### config.mk
export PLATFORM = sky130hd
export DESIGN_NAME = display_scheduler
export DESIGN_NICKNAME = d
export VERILOG_FILES = /design/src/rtl/display_scheduler.sv
export SDC_FILE = /design/constraint.sdc
export NUM_CORES = 1
export LEC_CHECK = 0
export ABC_AREA = 1
export CAP_MARGIN = 20
export CORE_MARGIN = 2
export CORE_UTILIZATION = 50
export DETAILED_ROUTE_END_ITERATION = 7
export PLACE_DENSITY = 0.73
export SETUP_SLACK_MARGIN = 0.1
export SYNTH_ARGS = -nofsm -noshare
export SYNTH_HDL_FRONTEND = slang
export SYNTH_SLANG_ARGS = --single-unit
### constraint.sdc
create_clock -name clk -period 2.4 [get_ports clk]
set_input_delay 0.48 -clock clk [delete_from_list [all_inputs] [get_ports clk]]
set_output_delay 0.48 -clock clk [all_outputs]
set_load 0.1 [all_outputs]
### src/rtl/display_scheduler.sv
// Arbitrates A/B/sum display requests by fixed priority and converts the
// granted value to four BCD digits with a sequential double-dabble engine.
module display_scheduler #(
   parameter int unsigned HOLD_CYCLES = 50_000_000
) (
   input  logic        clk,
   input  logic        reset,
   input  logic [13:0] op_a,
   input  logic        op_a_req,
   input  logic [13:0] op_b,
   input  logic        op_b_req,
   input  logic [13:0] sum,
   input  logic        sum_req,
   output logic [15:0] bcd_out,
   output logic        bcd_valid,
   output logic [1:0]  src_sel,
   output logic        overflow,
   output logic        busy
);

   typedef enum logic [1:0] {IDLE, CONVERT, HOLD} state_t;

   localparam logic [31:0] HOLD_LOAD =
      (HOLD_CYCLES == 0) ? 32'd0 : 32'(HOLD_CYCLES - 1);

   state_t      state, state_nxt;
   logic [2:0]  pend;
   logic [29:0] sreg;
   logic [3:0]  iter;
   logic [1:0]  cur_src;
   logic        cur_ovf;
   logic [31:0] hold_cnt;

   logic        grant;
   logic        done;
   logic [1:0]  gsel;
   logic [13:0] gdata;
   logic [13:0] gclamp;
   logic [2:0]  clr;
   logic [15:0] adj;
   logic [29:0] step;

   // Fixed priority: sum > op_b > op_a
   always_comb begin
      gsel  = 2'd0;
      gdata = op_a;
      if (pend[2]) begin
         gsel  = 2'd2;
         gdata = sum;
      end else if (pend[1]) begin
         gsel  = 2'd1;
         gdata = op_b;
      end
      gclamp = (gdata > 14'd9999) ? 14'd9999 : gdata;
   end

   // One double-dabble iteration: adjust nibbles, then shift
   always_comb begin
      adj = sreg[29:14];
      for (int i = 0; i < 4; i++) begin
         if (adj[4*i +: 4] >= 4'd5)
            adj[4*i +: 4] = adj[4*i +: 4] + 4'd3;
      end
      step = {adj, sreg[13:0]} << 1;
   end

   always_ff @(posedge clk or negedge reset) begin
      if (!reset) state <= IDLE;
      else        state <= state_nxt;
   end

   always_comb begin
      state_nxt = state;
      grant     = 1'b0;
      done      = 1'b0;
      clr       = 3'b000;
      busy      = (state != IDLE);
      unique case (state)
         IDLE: begin
            if (|pend) begin
               grant     = 1'b1;
               clr       = 3'b001 << gsel;
               state_nxt = CONVERT;
            end
         end
         CONVERT: begin
            if (iter == 4'd13) begin
               done      = 1'b1;
               state_nxt = (HOLD_CYCLES == 0) ? IDLE : HOLD;
            end
         end
         HOLD: begin
            if (hold_cnt == 32'd0) state_nxt = IDLE;
         end
         default: state_nxt = IDLE;
      endcase
   end

   // A request arriving on the grant edge survives the clear
   always_ff @(posedge clk or negedge reset) begin
      if (!reset) begin
         pend      <= 3'b000;
         sreg      <= '0;
         iter      <= 4'd0;
         cur_src   <= 2'd0;
         cur_ovf   <= 1'b0;
         hold_cnt  <= 32'd0;
         bcd_out   <= 16'd0;
         bcd_valid <= 1'b0;
         src_sel   <= 2'd0;
         overflow  <= 1'b0;
      end else begin
         pend <= (pend & ~clr) | {sum_req, op_b_req, op_a_req};
         if (grant) begin
            sreg    <= {16'd0, gclamp};
            iter    <= 4'd0;
            cur_src <= gsel;
            cur_ovf <= (gdata > 14'd9999);
         end else if (state == CONVERT) begin
            sreg <= step;
            iter <= iter + 4'd1;
         end
         if (done) begin
            bcd_out   <= step[29:14];
            src_sel   <= cur_src;
            overflow  <= cur_ovf;
            bcd_valid <= 1'b1;
            hold_cnt  <= HOLD_LOAD;
         end else if (state == HOLD && hold_cnt != 32'd0) begin
            hold_cnt <= hold_cnt - 32'd1;
         end
      end
   end

endmodule
==> impl_results.md, run 1 <==
- Buf+Inv Stages, Crit Path: 2
- Final Setup Violations: 0
- Initial antenna violation count: 0
- Critical path launch point type: flop
- Post-Layout Inst Area: between 6000 and 7000 um2
- Synth Flop Type: dfrtp_1
- DR vias/cell: 5.27
- IO Port Bufs: 67
- First-pass GRT wire length: ~21000 um
- Final setup skew: 0.0117 ns
- Total grt overflow: 0
- Max-cap viol count: 0
- CTS root buf: clkbuf_8
- Final WL: between 10000 and 15000 um
- Final net count: ~800
- Clk slew on worst S/H paths: roughly 0.10 ns
- Share of total power in the clock network: between 20% and 30%
- Netlist Area Pre-Place: 5180 um2
- Inserted Clock Buffers: 9
- Post-synthesis net count: between 700 and 800
- I/O pins: slightly below 70
- Clock sink count: 94
- Starting Density: about half
- Synth Warn #: 0
- Core area: roughly 10000 um2
- Max Clk Rate: about 0.49 GHz
- DRC: 0
- Ranking of synthesized cells by area: dfrtp_1 (45%), nand2_1 (12%), nor2_1 (6.6%)
- Sw frac: a little over two fifths
- DR pass1 iterations: 5
- RSZ-0062 raised after global routing: no
- Critical path class: reg2out
- Place WS: between 0.3 and 0.4 ns
- Max-slew violations: 0
- Worst ir drop on vdd: approximately 0.84 mV
- Routed via count: 4617
- Seq/Total Area, Yosys: 45.4%
- Critical Path Sink Type: output pin
- Cts hold-fix bufs: 0
- Power per cell area: slightly above 800 nW/um2
- Gr usage total: 22.5%
- Crit path DAT: ~1.6 ns
- Antenna viol nets, final: 0
- Wire length per cell: 13.5 um
- Relative slew slack: roughly 64%
- Mean area per synthesized cell: about 7.7 um2
- Die H: 106 um
- Async SR Flop Fraction: 100%
- Most frequent cell after synthesis: nand2_1
- Placed inst area: 5920 um2
- CP max stage delay: 0.44 ns
- Worst R2R Setup Slack: ~0.38 ns
- Clk Latency, worst-skew pair: ~0.37 ns
- Crit path cell chain: nor2_1 -> inv_1 -> buf_4
- Gate Count Post-Synth: between 600 and 700
- Synth cell count leaders: nand2_1 (165), dfrtp_1 (94), nor2_1 (91)
- Setup TNS: 0 ns
- Top Family by Delay on Critical Path: flip-flops
- Die Footprint: 11200 um2
- Initial drt markers: 200
- Die X: 106 um
- TritonCTS clock tree: done
- Net Sw Power: approximately 2.2 mW
- Clock Path Buffers: 2
- Slowest CP cell: dfrtp_1
- Rows: 37
- H-tree depth: 3
- Worst R2R Path Depth: 7
- Share of cells above drive strength 1: approximately a tenth
- Final worst-path cycle share: about 85%
- Status: finished, final reports clean
- Leading area contributor after synthesis: dfrtp_1
- DP HPWL: just under 9000 um
- Critical path required time: around 1.9 ns
- Hold Vio Cnt, Final: 0
- Vias in the first global route: approximately 4700
- Hold Crit Class: in2async
- Crit path launch: state[1]$_DFFE_PN0P_
- Final worst path period need: 2.04 ns
- Worst R2R Start: pend[2]$_DFF_PN0_
- Core Util, Final: between 60% and 70%
- Netlist cell types: 36
- PostCTS Resize Cnt: 0
- Max FO, Critical Path: 3
- Number of enable flip-flop cells after synthesis: 0
- P_int: 2.82 mW
- Diode count: 0
- Crit Reg-Reg Endpoint: sreg[13]$_DFFE_PN0P_
- Final GP Congestion: approximately 0.93
- P_leak: 2.83 nW
- Post-synth top area share: a little under half
- Area Overhead vs Synth: 18.2%
- Gate power share: between 30% and 40%
- Worst-Margin Slew: 0.546 ns
- Final worst slack: between 0.3 and 0.4 ns
- Filler cells: 940
- Post-CTS Setup Bufs: 0
- Number of synthesized register bits: 94
- Largest net degree at the start of global routing: 59
- Seq pwr share: between 30% and 40%
## worst register-to-register path, stage by stage, from the launching register on
cell     delay, ns
dfrtp_1       0.53
nor2_8        0.27
inv_2         0.09
o21ai_4       0.14
inv_2         0.11
nor2_4        0.25
inv_2         0.25
o221a_2       0.29
## worst max-delay path by stage
stage / cells after the start / endpoint
2_1_floorplan: 10 / hold_cnt[23]$_DFFE_PN0P_
3_3_place_gp: 11 / sreg[3]$_DFFE_PN0P_
3_5_place_dp: 7 / sreg[13]$_DFFE_PN0P_
4_1_cts: 3 / busy
5_1_grt: 10 / hold_cnt[11]$_DFFE_PN0P_
6_report: 3 / busy
## power groups by stage
stage / combinational (mW) / clock, mW / sequential [mW]
2_1_floorplan: 0.599 / 0 / 2.81
4_1_cts: 1.94 / 1.16 / 1.97
6_report: 1.93 / 1.13 / 1.97
5_1_grt: 2.09 / 1.20 / 2.00
3_3_place_gp: 1.89 / 0 / 1.98
3_5_place_dp: 1.93 / 0 / 1.99
## per-layer routing
metal / share of wire [%] / vias up / global-route usage [%] / routed length, um
met5: 0 / - / 0 / 0
met4: 1.7 / 0 / 6.67 / 196
met3: 3.9 / 23 / 4.21 / 457
met2: 51 / 102 / 39.9 / 5990
met1: 44 / 2181 / 28.0 / 5150
li1: - / 2311 / - / -
## area by class of cell
class / instances / area, um2 / area share (%)
sequential: 94 / 2350 / 38.4
inverter: 69 / 259 / 4.23
timing repair buffer: 76 / 696 / 11.4
clock inverter: 7 / 86.3 / 1.41
tap: 136 / 170 / 2.78
clock buffer: 9 / 124 / 2.02
multi-input combinational: 485 / 2440 / 39.8
## state kept, by name, summed over array words and instances, names as in the netlist
name       flops
cur_src        2
bcd_valid      1
bcd_out       16
overflow       1
state          2
pend           3
sreg          30
src_sel        2
hold_cnt      32
iter           4
cur_ovf        1
## through the flow
| stage | cells | hold slack [ns] | total power, mW |
|---|---|---|---|
| 6_report | 876 | 0.0756 | 5.03 |
| 5_1_grt | 876 | 0.106 | 5.29 |
| 4_1_cts | 876 | 0.0838 | 5.06 |
| 3_5_place_dp | 860 | 0.463 | 3.93 |
| 3_3_place_gp | 860 | 0.453 | 3.87 |
| 2_1_floorplan | 671 | 0.184 | 3.41 |
## logic make-up (layout without fill, tap and decap cells)
logic type	count (synthesis)	in the layout	synth area share (%)
fa+ha+maj	11	11	2.66
flops	94	94	45.4
simple gates	332	332	27.3
buf+inv	92	161	7.58
compound gates	122	122	13.7
xor+xnor	20	20	3.38
## cells in the final DEF (no fill, tap or decap), types with 11 or more instances in the layout
| master | Yosys | final |
|---|---|---|
| buf_4 | 2 | 30 |
| dfrtp_1 | 94 | 94 |
| inv_1 | 63 | 63 |
| o21ai_1 | 12 | 12 |
| clkdlybuf4s50_1 | 0 | 45 |
| ha_1 | 11 | 11 |
| nand2_1 | 165 | 165 |
| a21oi_1 | 13 | 13 |
| nand3_1 | 43 | 43 |
| o21ai_0 | 60 | 60 |
| nor2_1 | 91 | 91 |
| xor2_1 | 17 | 17 |
| o22ai_1 | 17 | 17 |
Note: power is estimated with default switching activity, not from simulation.
==> run 2, diff against run 1 <==
--- a/config.mk
+++ b/config.mk
@@ -5,12 +5,12 @@
 export SDC_FILE = /design/constraint.sdc
 export NUM_CORES = 1
 export LEC_CHECK = 0
-export ABC_AREA = 1
+export ABC_AREA = 0
 export CAP_MARGIN = 20
-export CORE_MARGIN = 2
 export CORE_UTILIZATION = 50
 export DETAILED_ROUTE_END_ITERATION = 7
-export PLACE_DENSITY = 0.73
+export MAX_ROUTING_LAYER = met4
+export PLACE_DENSITY = 0.74
 export SETUP_SLACK_MARGIN = 0.1
 export SYNTH_ARGS = -nofsm -noshare
 export SYNTH_HDL_FRONTEND = slang
==> impl_results.md, run 2 <==
- Largest register by flop count: hold_cnt (unchanged)
- Gr usage total: 23.0% (was 22.5%)
- P_leak: 2.69 nW (was 2.83 nW)
- Core area: 9330 um2 (was 10200 um2)
- Final Setup Violations: 0 (unchanged)
- Clk slew on worst S/H paths: 0.10 ns (about the same)
- Antenna viol nets, final: 0 (unchanged)
- Post-synth top area share: 48.5% (was 45.4%)
- Max-slew violations: 0 (unchanged)
- Hold Vio Cnt, Final: 0 (unchanged)
- Clock sink count: 94 (unchanged)
- Ranking of synthesized cells by area: dfrtp_1 (49%), o21ai_0 (6.3%), nand2_1 (3.9%) (was dfrtp_1 (45%), nand2_1 (12%), nor2_1 (6.6%))
- Wire length per cell: 15.2 um (was 13.5 um)
- Power per cell area: 801 nW/um2 (was 821 nW/um2)
- Die X: 100 um (was 106 um)
- Share of cells above drive strength 1: 22.2% (was 10.4%)
- Area Overhead vs Synth: 28.2% (was 18.2%)
- Initial drt markers: 198 (was 200)
- Final GP Congestion: 0.862 (was 0.930)
- Worst R2R Path Depth: 8 (was 7)
- Setup TNS: 0 ns (unchanged)
- Seq pwr share: 40.4% (was 39.2%)
- Critical path required time: 2.66 ns (was 1.92 ns)
- Diode count: 0 (unchanged)
- Slowest CP cell: or4_4 (was dfrtp_1)
- Crit path cell chain: or4_4 -> or4_4 -> o21ai_4 -> buf_6 -> buf_4 -> buf_6 -> o211ai_1 -> o31ai_1 (was nor2_1 -> inv_1 -> buf_4)
- Area occupied by registers: 2350 um2 (about the same)
- Vias in the first global route: 4072 (was 4694)
- Final WL: 11000 um (was 11800 um)
- Gate Count Post-Synth: 497 (was 671)
- Biggest registers after layout: hold_cnt (32), sreg (30), bcd_out (16) (unchanged)
- P_int: 2.81 mW (was 2.82 mW)
- Critical Path Sink Type: flop (was output pin)
- Met2 usage in global routing: 40.2% (was 39.9%)
- Worst R2R Setup Slack: 0.03 ns (was 0.38 ns)
- Inserted Clock Buffers: 9 (unchanged)
- Crit path DAT: 2.63 ns (was 1.56 ns)
- Number of enable flip-flop cells after synthesis: 0 (unchanged)
- Gate power share: 39.1% (was 38.3%)
- Mean area per synthesized cell: 9.76 um2 (was 7.73 um2)
- Status: finished, final reports clean (unchanged)
- TritonCTS clock tree: done (unchanged)
- Worst-Margin Slew: 0.504 ns (was 0.546 ns)
- Netlist cell types: 54 (was 36)
- Async SR Flop Fraction: 100% (unchanged)
- Largest net degree at the start of global routing: 95 (was 59)
- Max Clk Rate: 0.422 GHz (was 0.489 GHz)
- Filler cells: 778 (was 940)
- Most frequent cells in the layout: dfrtp_1 (93), buf_4 (58), o21ai_0 (57) (was nand2_1 (165), dfrtp_1 (94), nor2_1 (91))
- RSZ-0062 raised after global routing: yes (was no)
- Worst R2R Start: hold_cnt[26]$_DFFE_PN0P_ (was pend[2]$_DFF_PN0_)
- DR vias/cell: 5.62 (was 5.27)
- M3 GR Usage: 4.16% (was 4.21%)
- Final setup skew: 0.0138 ns (was 0.0117 ns)
- Worst ir drop on vdd: 0.823 mV (was 0.843 mV)
- Total grt overflow: 0 (unchanged)
- IO Port Bufs: 67 (unchanged)
- Die Footprint: 10100 um2 (was 11200 um2)
- Met1 usage: 26.4% (was 28.0%)
- Hold Slack: 0.114 ns (was 0.0756 ns)
- First-pass GRT wire length: 17800 um (was 20800 um)
- Synth cell count leaders: dfrtp_1 (94), o21ai_0 (61), nand2_1 (50) (was nand2_1 (165), dfrtp_1 (94), nor2_1 (91))
- Critical path class: reg2reg (was reg2out)
- DR pass1 iterations: 4 (was 5)
- Max FO, Critical Path: 8 (was 3)
- Critical path launch point type: flop (unchanged)
- Relative slew slack: 66.0% (was 63.6%)
- Seq/Total Area, Yosys: 48.5% (was 45.4%)
- DP HPWL: 7410 um (was 8680 um)
- Starting Density: 52.0% (was 50.9%)
- Post-synthesis net count: 555 (was 729)
- Synth Flop Type: dfrtp_1 (unchanged)
- Hold Crit Class: in2async (unchanged)
- DRC: 0 (unchanged)
- Final worst slack: 0.0319 ns (was 0.355 ns)
- Final worst path period need: 2.37 ns (was 2.04 ns)
- Max reg flops: 32 (unchanged)
- Most common cell after layout, fill and taps aside: dfrtp_1 (was nand2_1)
- CP max stage delay: 0.55 ns (was 0.44 ns)
- Netlist Area Pre-Place: 4850 um2 (was 5180 um2)
- Initial antenna violation count: 0 (unchanged)
- Crit Reg-Reg Endpoint: hold_cnt[27]$_DFFE_PN0P_ (was sreg[13]$_DFFE_PN0P_)
- Max-cap viol count: 0 (unchanged)
- Post-Layout Inst Area: 6220 um2 (was 6130 um2)
- Most frequent cell after synthesis: dfrtp_1 (was nand2_1)
- Cts hold-fix bufs: 0 (unchanged)
- Leading area contributor after synthesis: dfrtp_1 (unchanged)
- CTS root buf: clkbuf_8 (unchanged)
- Final worst-path cycle share: 98.7% (was 85.2%)
- Clock Path Buffers: 2 (unchanged)
- Rows: 35 (was 37)
- Most used routing layer in global routing: met2 (unchanged)
- Net Sw Power: 2.17 mW (was 2.21 mW)
- Number of synthesized register bits: 94 (unchanged)
- Final net count: 648 (was 793)
- Placed inst area: 5750 um2 (was 5920 um2)
- Synth Warn #: 0 (unchanged)
- Area occupied by multi-input gates: 2490 um2 (was 2440 um2)
- Core Util, Final: 66.6% (was 60.1%)
- Place WS: -0.0166 ns (was 0.394 ns)
- Sw frac: 43.5% (was 43.9%)
- Die H: 100 um (was 106 um)
- Share of total power in the clock network: 20.5% (was 22.5%)
- I/O pins: 68 (unchanged)
- Clk Latency, worst-skew pair: 0.37 ns (about the same)
- Routed via count: 4068 (was 4617)
- H-tree depth: 3 (unchanged)
## run 2: final cells by class
cell class	instances	share of cell area [%]
Multi-Input combinational cell	363	40.0
Tap cell	129	2.60
Clock buffer	10	2.21
Sequential cell	94	37.9
Clock inverter	6	0.845
Inverter	13	0.845
Timing Repair Buffer	109	15.6
## run 2: power by group through the flow
stage               Clock (mW)  Combinational [mW]  Sequential (mW)
detailed placement           0                1.96             2.04
global placement             0                1.91             2.03
global route              1.12                2.09             2.04
finish                    1.02                1.95             2.01
floorplan                    0               0.620             2.88
CTS                       1.04                1.96             2.01
## run 2: routing by layer
layer	wire (um)	up-vias
met5	0	-
met4	224	0
met3	458	22
met2	5800	95
met1	4480	1982
li1	-	1969
## run 2: logic make-up after synthesis
logic type,Yosys count,synth area share (%)
compound gates,130,16.3
xor+xnor,20,3.61
fa+ha+maj,11,2.84
buf+inv,40,3.35
flops,94,48.5
mux,30,6.53
simple gates,172,18.9
## run 2: how the worst max path moves through the flow
stage                              from                  endpoint  slack (ns)
2_1_floorplan  hold_cnt[16]$_DFFE_PN0P_  hold_cnt[29]$_DFFE_PN0P_        0.04
3_3_place_gp   hold_cnt[26]$_DFFE_PN0P_   hold_cnt[0]$_DFFE_PN0P_        0.08
3_5_place_dp   hold_cnt[22]$_DFFE_PN0P_   hold_cnt[0]$_DFFE_PN0P_       -0.02
4_1_cts        hold_cnt[28]$_DFFE_PN0P_  hold_cnt[18]$_DFFE_PN0P_        0.08
5_1_grt         hold_cnt[0]$_DFFE_PN0P_  hold_cnt[27]$_DFFE_PN0P_       -0.04
6_report       hold_cnt[26]$_DFFE_PN0P_  hold_cnt[27]$_DFFE_PN0P_        0.03
## run 2: critical path, delay by kind of cell (launching register included)
family	cells	cell delay, ns
simple gates	2	1.09
compound gates	3	0.39
buf+inv	3	0.38
flops	1	0.41
## run 2: through the flow
step	power, mW	cells
after floorplan	3.50	497
after global placement	3.94	694
after detailed placement	4.00	694
after CTS	5.02	718
after global routing	5.25	724
final	4.98	724
## run 2: what timing repair did
item | CTS | global route
gates cloned | 1 | 0
pin swaps | 9 | 8
buffers inserted | 7 | 6
endpoints found under the setup margin | 20 | 35
gates resized for setup | 18 | 21
